**config.mk**
```make
export PLATFORM = sky130hd
export DESIGN_NAME = ir_prefetch_queue
export DESIGN_NICKNAME = d
export VERILOG_FILES = /design/src/rtl/ir_prefetch_queue.sv
export SDC_FILE = /design/constraint.sdc
export NUM_CORES = 1
export LEC_CHECK = 0
export CAP_MARGIN = 0
export CORE_ASPECT_RATIO = 0.7
export CORE_UTILIZATION = 45
export CTS_CLUSTER_DIAMETER = 40
export DETAILED_ROUTE_END_ITERATION = 6
export PLACE_DENSITY = 0.82
export SYNTH_ARGS = -nofsm -noshare
export SYNTH_HDL_FRONTEND = slang
export SYNTH_SLANG_ARGS = --single-unit
```
**constraint.sdc**
```tcl
create_clock -name clk -period 3 [get_ports clk]
set_input_delay 0.45 -clock clk [delete_from_list [all_inputs] [get_ports clk]]
set_output_delay 0.45 -clock clk [all_outputs]
set_load 0.03 [all_outputs]
```
**src/rtl/ir_prefetch_queue.sv**
```systemverilog
// Instruction register fed by a DEPTH-entry prefetch FIFO, with valid/ready on
// both the fetch and issue sides and two-word (opcode + immediate) support.
module ir_prefetch_queue #(
  parameter int DATA_W = 16,
  parameter int FIELD_W = 4,
  parameter int DEPTH = 4,
  parameter logic [FIELD_W-1:0] IMM_OPCODE = FIELD_W'(4'hF)
) (
  input  logic                       clk,
  input  logic                       rst,
  input  logic                       flush,
  input  logic [DATA_W-1:0]          in_data,
  input  logic                       in_valid,
  output logic                       in_ready,
  output logic                       issue_valid,
  input  logic                       issue_ready,
  output logic [FIELD_W-1:0]         opcode,
  output logic [FIELD_W-1:0]         addrA,
  output logic [FIELD_W-1:0]         addrB,
  output logic [FIELD_W-1:0]         addrC,
  output logic [DATA_W-1:0]          ir,
  output logic [DATA_W-1:0]          imm,
  output logic                       has_imm,
  output logic [$clog2(DEPTH):0]     fifo_count
);

  localparam int PW = $clog2(DEPTH);
  localparam int CW = PW + 1;

  localparam logic [1:0] S_EMPTY    = 2'd0;
  localparam logic [1:0] S_WAIT_IMM = 2'd1;
  localparam logic [1:0] S_READY    = 2'd2;

  logic [DATA_W-1:0] mem [DEPTH];
  logic [PW-1:0]     wr_ptr, rd_ptr;
  logic [CW-1:0]     count;
  logic [1:0]        state;
  logic [DATA_W-1:0] head;
  logic              head_imm, push, pop, fifo_nonempty;

  assign head          = mem[rd_ptr];
  assign head_imm      = (head[DATA_W-1 -: FIELD_W] == IMM_OPCODE);
  assign fifo_nonempty = (count != '0);
  assign in_ready      = (count != CW'(DEPTH));
  assign push          = in_valid && in_ready && !flush;
  // The FSM is the only consumer; READY pops only when the current IR is taken.
  assign pop = !flush && fifo_nonempty &&
               ((state == S_EMPTY) || (state == S_WAIT_IMM) ||
                ((state == S_READY) && issue_ready));

  assign issue_valid = (state == S_READY);
  assign fifo_count  = count;
  assign opcode      = ir[DATA_W-1 -: FIELD_W];
  assign addrA       = ir[3*FIELD_W-1 -: FIELD_W];
  assign addrB       = ir[2*FIELD_W-1 -: FIELD_W];
  assign addrC       = ir[FIELD_W-1 -: FIELD_W];

  always_ff @(posedge clk) begin
    if (push) mem[wr_ptr] <= in_data;
  end

  always_ff @(posedge clk or negedge rst) begin
    if (!rst) begin
      wr_ptr <= '0;
      rd_ptr <= '0;
      count  <= '0;
    end else if (flush) begin
      wr_ptr <= '0;
      rd_ptr <= '0;
      count  <= '0;
    end else begin
      if (push) wr_ptr <= wr_ptr + PW'(1);
      if (pop)  rd_ptr <= rd_ptr + PW'(1);
      count <= count + CW'(push) - CW'(pop);
    end
  end

  always_ff @(posedge clk or negedge rst) begin
    if (!rst) begin
      state   <= S_EMPTY;
      ir      <= '0;
      imm     <= '0;
      has_imm <= 1'b0;
    end else if (flush) begin
      // ir/imm deliberately retained; only the handshake state is dropped.
      state   <= S_EMPTY;
      has_imm <= 1'b0;
    end else begin
      case (state)
        S_EMPTY: begin
          if (pop) begin
            ir    <= head;
            state <= head_imm ? S_WAIT_IMM : S_READY;
          end
        end
        S_WAIT_IMM: begin
          if (pop) begin
            imm     <= head;
            has_imm <= 1'b1;
            state   <= S_READY;
          end
        end
        S_READY: begin
          if (issue_ready) begin
            has_imm <= 1'b0;
            if (pop) begin
              ir    <= head;
              state <= head_imm ? S_WAIT_IMM : S_READY;
            end else begin
              state <= S_EMPTY;
            end
          end
        end
        default: state <= S_EMPTY;
      endcase
    end
  end

endmodule

```
==> flow_results.org <==
** Run status
- Status :: completed

** Clock tree
- Clock-pin slew on the worst setup and hold paths :: 0.07 ns
- The H-tree generated during clock tree synthesis spans 3 levels.
- TritonCTS clock tree :: built
- In this run the post-CTS setup repair buffer count came out at 0.
- Clock net sink count :: 106
- Clock tree root driver cell :: sky130_fd_sc_hd__clkbuf_16
- Number of buffers inserted during clock tree synthesis :: 9
- Resized cells post-CTS :: 0
- Hold-fix buffers at CTS :: 0
- Clk_lat worst skew :: 0.34 ns
- The clock passes through at most 2 buffers.

** Floorplan
- The floorplan step defined a core boundary enclosing 9220 sq um.
- The floorplan step defined a die boundary enclosing 10000 sq um.
- Horiz. Die Dim :: 119 microns
- In this run the count of I/O pins placed on the die edge is 75.
- Measured along the y axis, the die boundary spans 84.1 microns.
- Starting Density :: 0.471
- In this run the core area contains 29 standard-cell rows.

** Power and ir drop
- For this design the static power due to leakage is 0.00204 uW.
- Power spread over the standard cell area amounts to 1010 nW/um^2.
- The design draws 5490 uW.
- Maximum VDD drop :: 837 uV

** Routing
- First-pass iteration count of the detailed router :: 4
- Post-route ant nets :: 0
- In the final routing, the length of wire on met1 measures 3.41 mm.
- The final layout contains routed wiring with a total length of 7.82 mm.
- Wire segments on met3 add up to 470 microns in the final route.
- After detailed routing, the number of vias per cell comes to 5.17.
- DRC violation total after the first TritonRoute iteration :: 91
- The detailed router placed 2242 vias in this run.
- Top layer in use :: met4
- Average wire per standard cell :: 18.0 microns
- After detailed routing, the number of remaining DRC violations is 0.
- Routed wl met2 :: 3.87 mm

** Run
- Max cap viols :: 0

** Timing
- Setup TNS after final layout :: 0 ns
- The final max-slew violation count was 0.
- The number of endpoints with negative hold slack in the final report came to 0.
- Slew at the pin closest to its max-slew limit :: 0.995 ns
- Smallest setup slack after layout :: 0.421 ns
- Fin crit period :: 2.58 ns
- Number of failing setup endpoints in the final timing report :: 0
- Headroom to the max-slew limit came out at 0.337.
- Clock Skews :: 0.00667 ns
- Setup repair after global routing missed its margin :: no
- Crit share post-route :: 0.860
- F_max :: 0.388 GHz

** Cells and area
- The area growth from synthesis to layout is 25.7%.
- Layout net count :: 332
- Of the cells placed in the final design, the portion with a size suffix greater than 1 is 0.239.
- Most common cell after layout, fill and taps aside :: sky130_fd_sc_hd__clkdlybuf4s50_1
- In the layout the commonest cells are sky130_fd_sc_hd__clkdlybuf4s50_1, sky130_fd_sc_hd__edfxtp_1, sky130_fd_sc_hd__dfrtp_1.

** Synthesis
- Synthesized netlist net count :: 261
- Yosys mapped the design onto 37 distinct sky130hd cell types.
- Post-synthesis compound-gate area fraction :: 0.0208
- Post-Syn Instances :: 233
- Sequential share of the synthesized area :: 0.686
- Of the total synthesized cell area, the portion taken by AND, OR, NAND and NOR gates is 0.0378.
- Measured against the total synthesized area, the mux share comes to 0.181.
- Synthesized-area fraction occupied by adder cells :: 0.0219
- Post-synthesis sequential element count :: 106
- Yosys printed 0 warnings.
- Parity-gate share of the synthesized area counting xor and xnor cells :: 0.00606
- Post-Syn Area :: 4340 sq um
- Each instance of the synthesized netlist takes up on average 18.6 sq um.
- After synthesis, the largest family of logic cells by area is multiplexers.

** Setup path
- In this run the worst path has a maximum fanout of 5.
- Capture instance of the worst register-to-register path :: fifo_count[2]
- Number of cells traversed by the worst register-to-register path :: 12
- Setup crit start :: fifo_count[1]
- STA classifies the critical path startpoint as a register.
- The worst setup path is captured at a register.
- Type of the worst setup path :: register to register
- Arr. time, crit path :: 2.81 ns
- Critical path endpoint :: fifo_count[2]
- Data required time of the critical path :: 3.23 ns
- Worst reg-to-reg setup slack :: 0.42 ns
- Startpoint of the lowest-slack register-to-register path :: fifo_count[1]

** Place
- DP HPWL :: 5.37 mm
- Setup WS pre-CTS :: 0.276 ns
- Port buffering added 74 buffers.
- The congestion estimate from routability-driven global placement came to 0.716.

** Global routing
- Remaining global-route overflow :: 0
- Number of antenna violations at the first check in global routing :: 1
- Number of global-route vias before repair :: 2328
- Overall track demand over capacity in global routing :: 0.167
- Entering global routing, the biggest net connects 43 pins.
- The first global-routing pass estimated 12.2 mm of wire.

** Hold path
- The tightest min-delay check is of the input port to async pin type.
## layout make-up
class	instances	area [sq um]
antenna	1	2.50
clock buffer	9	225
clock inverter	7	93.8
fill	697	3760
inverter	6	22.5
multi-input combinational	96	1160
sequential	106	2970
tap	124	155
timing repair buffer	85	818
## report_power, final
group	leakage, uW	total [uW]	switching (uW)	internal [uW]
clock	0.000155	1210	484	729
combinational	0.000772	2230	1160	1070
sequential	0.00112	2040	217	1830
total	0.00204	5490	1860	3630
## flip-flops by register name (all words and copies together), names as in the netlist
signal      cells
imm            16
ir             16
state           2
wr_ptr          2
mem            64
fifo_count      3
rd_ptr          2
has_imm         1
## layer usage
layer  GRT usage  up-vias
met5           0        -
met2       0.279       70
met4      0.0409        0
met1       0.208     1160
met3      0.0605        8
li1            -     1004
## cell families (layout without fill, tap and decap cells)
family / after synthesis / after routing
buf+inv: 31 / 107
flops: 106 / 106
other cells: 0 / 1
compound gates: 9 / 9
xor+xnor: 3 / 3
mux: 52 / 52
simple gates: 25 / 25
fa+ha+maj: 7 / 7
## critical path: stages (launching register included)
cell and delay [ns]:
sky130_fd_sc_hd__dfrtp_1 0.45, sky130_fd_sc_hd__or3b_2 0.53, sky130_fd_sc_hd__nand2_1 0.14, sky130_fd_sc_hd__nor2_1 0.10
sky130_fd_sc_hd__inv_1 0.07, sky130_fd_sc_hd__ha_1 0.21, sky130_fd_sc_hd__inv_1 0.06, sky130_fd_sc_hd__ha_1 0.13
sky130_fd_sc_hd__inv_1 0.05, sky130_fd_sc_hd__fa_1 0.38, sky130_fd_sc_hd__xor2_1 0.18, sky130_fd_sc_hd__xnor2_1 0.13
sky130_fd_sc_hd__nor2_1 0.06
## cells in the mapped netlist, drive strengths merged
library cell / n / share of area
a2111oi: 1 / 0.0063
and2: 4 / 0.0058
nor3b: 2 / 0.0035
nand2b: 2 / 0.0029
a21oi: 3 / 0.0035
a21bo: 1 / 0.0023
nor3: 2 / 0.0035
ha: 6 / 0.017
buf: 22 / 0.039
or3b: 2 / 0.0040
nand3b: 1 / 0.0017
nand2: 3 / 0.0026
nor4b: 1 / 0.0055
xor2: 1 / 0.0020
a22o: 1 / 0.0020
fa: 1 / 0.0046
o21bai: 1 / 0.0017
inv: 6 / 0.0052
mux4: 15 / 0.078
o2111ai: 1 / 0.0020
nor2: 5 / 0.0043
nand3: 1 / 0.0012
clkbuf: 3 / 0.0026
a211oi: 1 / 0.0029
mux2i: 5 / 0.012
mux2: 32 / 0.092
edfxtp: 64 / 0.44
nor2b: 2 / 0.0029
xnor2: 2 / 0.0040
dfrtp: 42 / 0.24
## stage by stage
step,cells,util,instance area [sq um],hold slack [ns]
floorplan,233,-,4340,0.154
global placement,417,0.557,5130,0.472
detailed placement,417,0.557,5130,0.474
CTS,433,0.591,5450,0.314
global route,433,0.591,5450,0.358
finish,434,0.592,5450,0.279
## worst min path at each step
stage                                to  depth (start not counted)
after floorplan           fifo_count[0]                          0
after global placement          imm[12]                          1
after detailed placement        imm[12]                          1
after CTS                       has_imm                          1
after global routing            has_imm                          1
final                           has_imm                          1
Power figures use the tool's default switching activity.
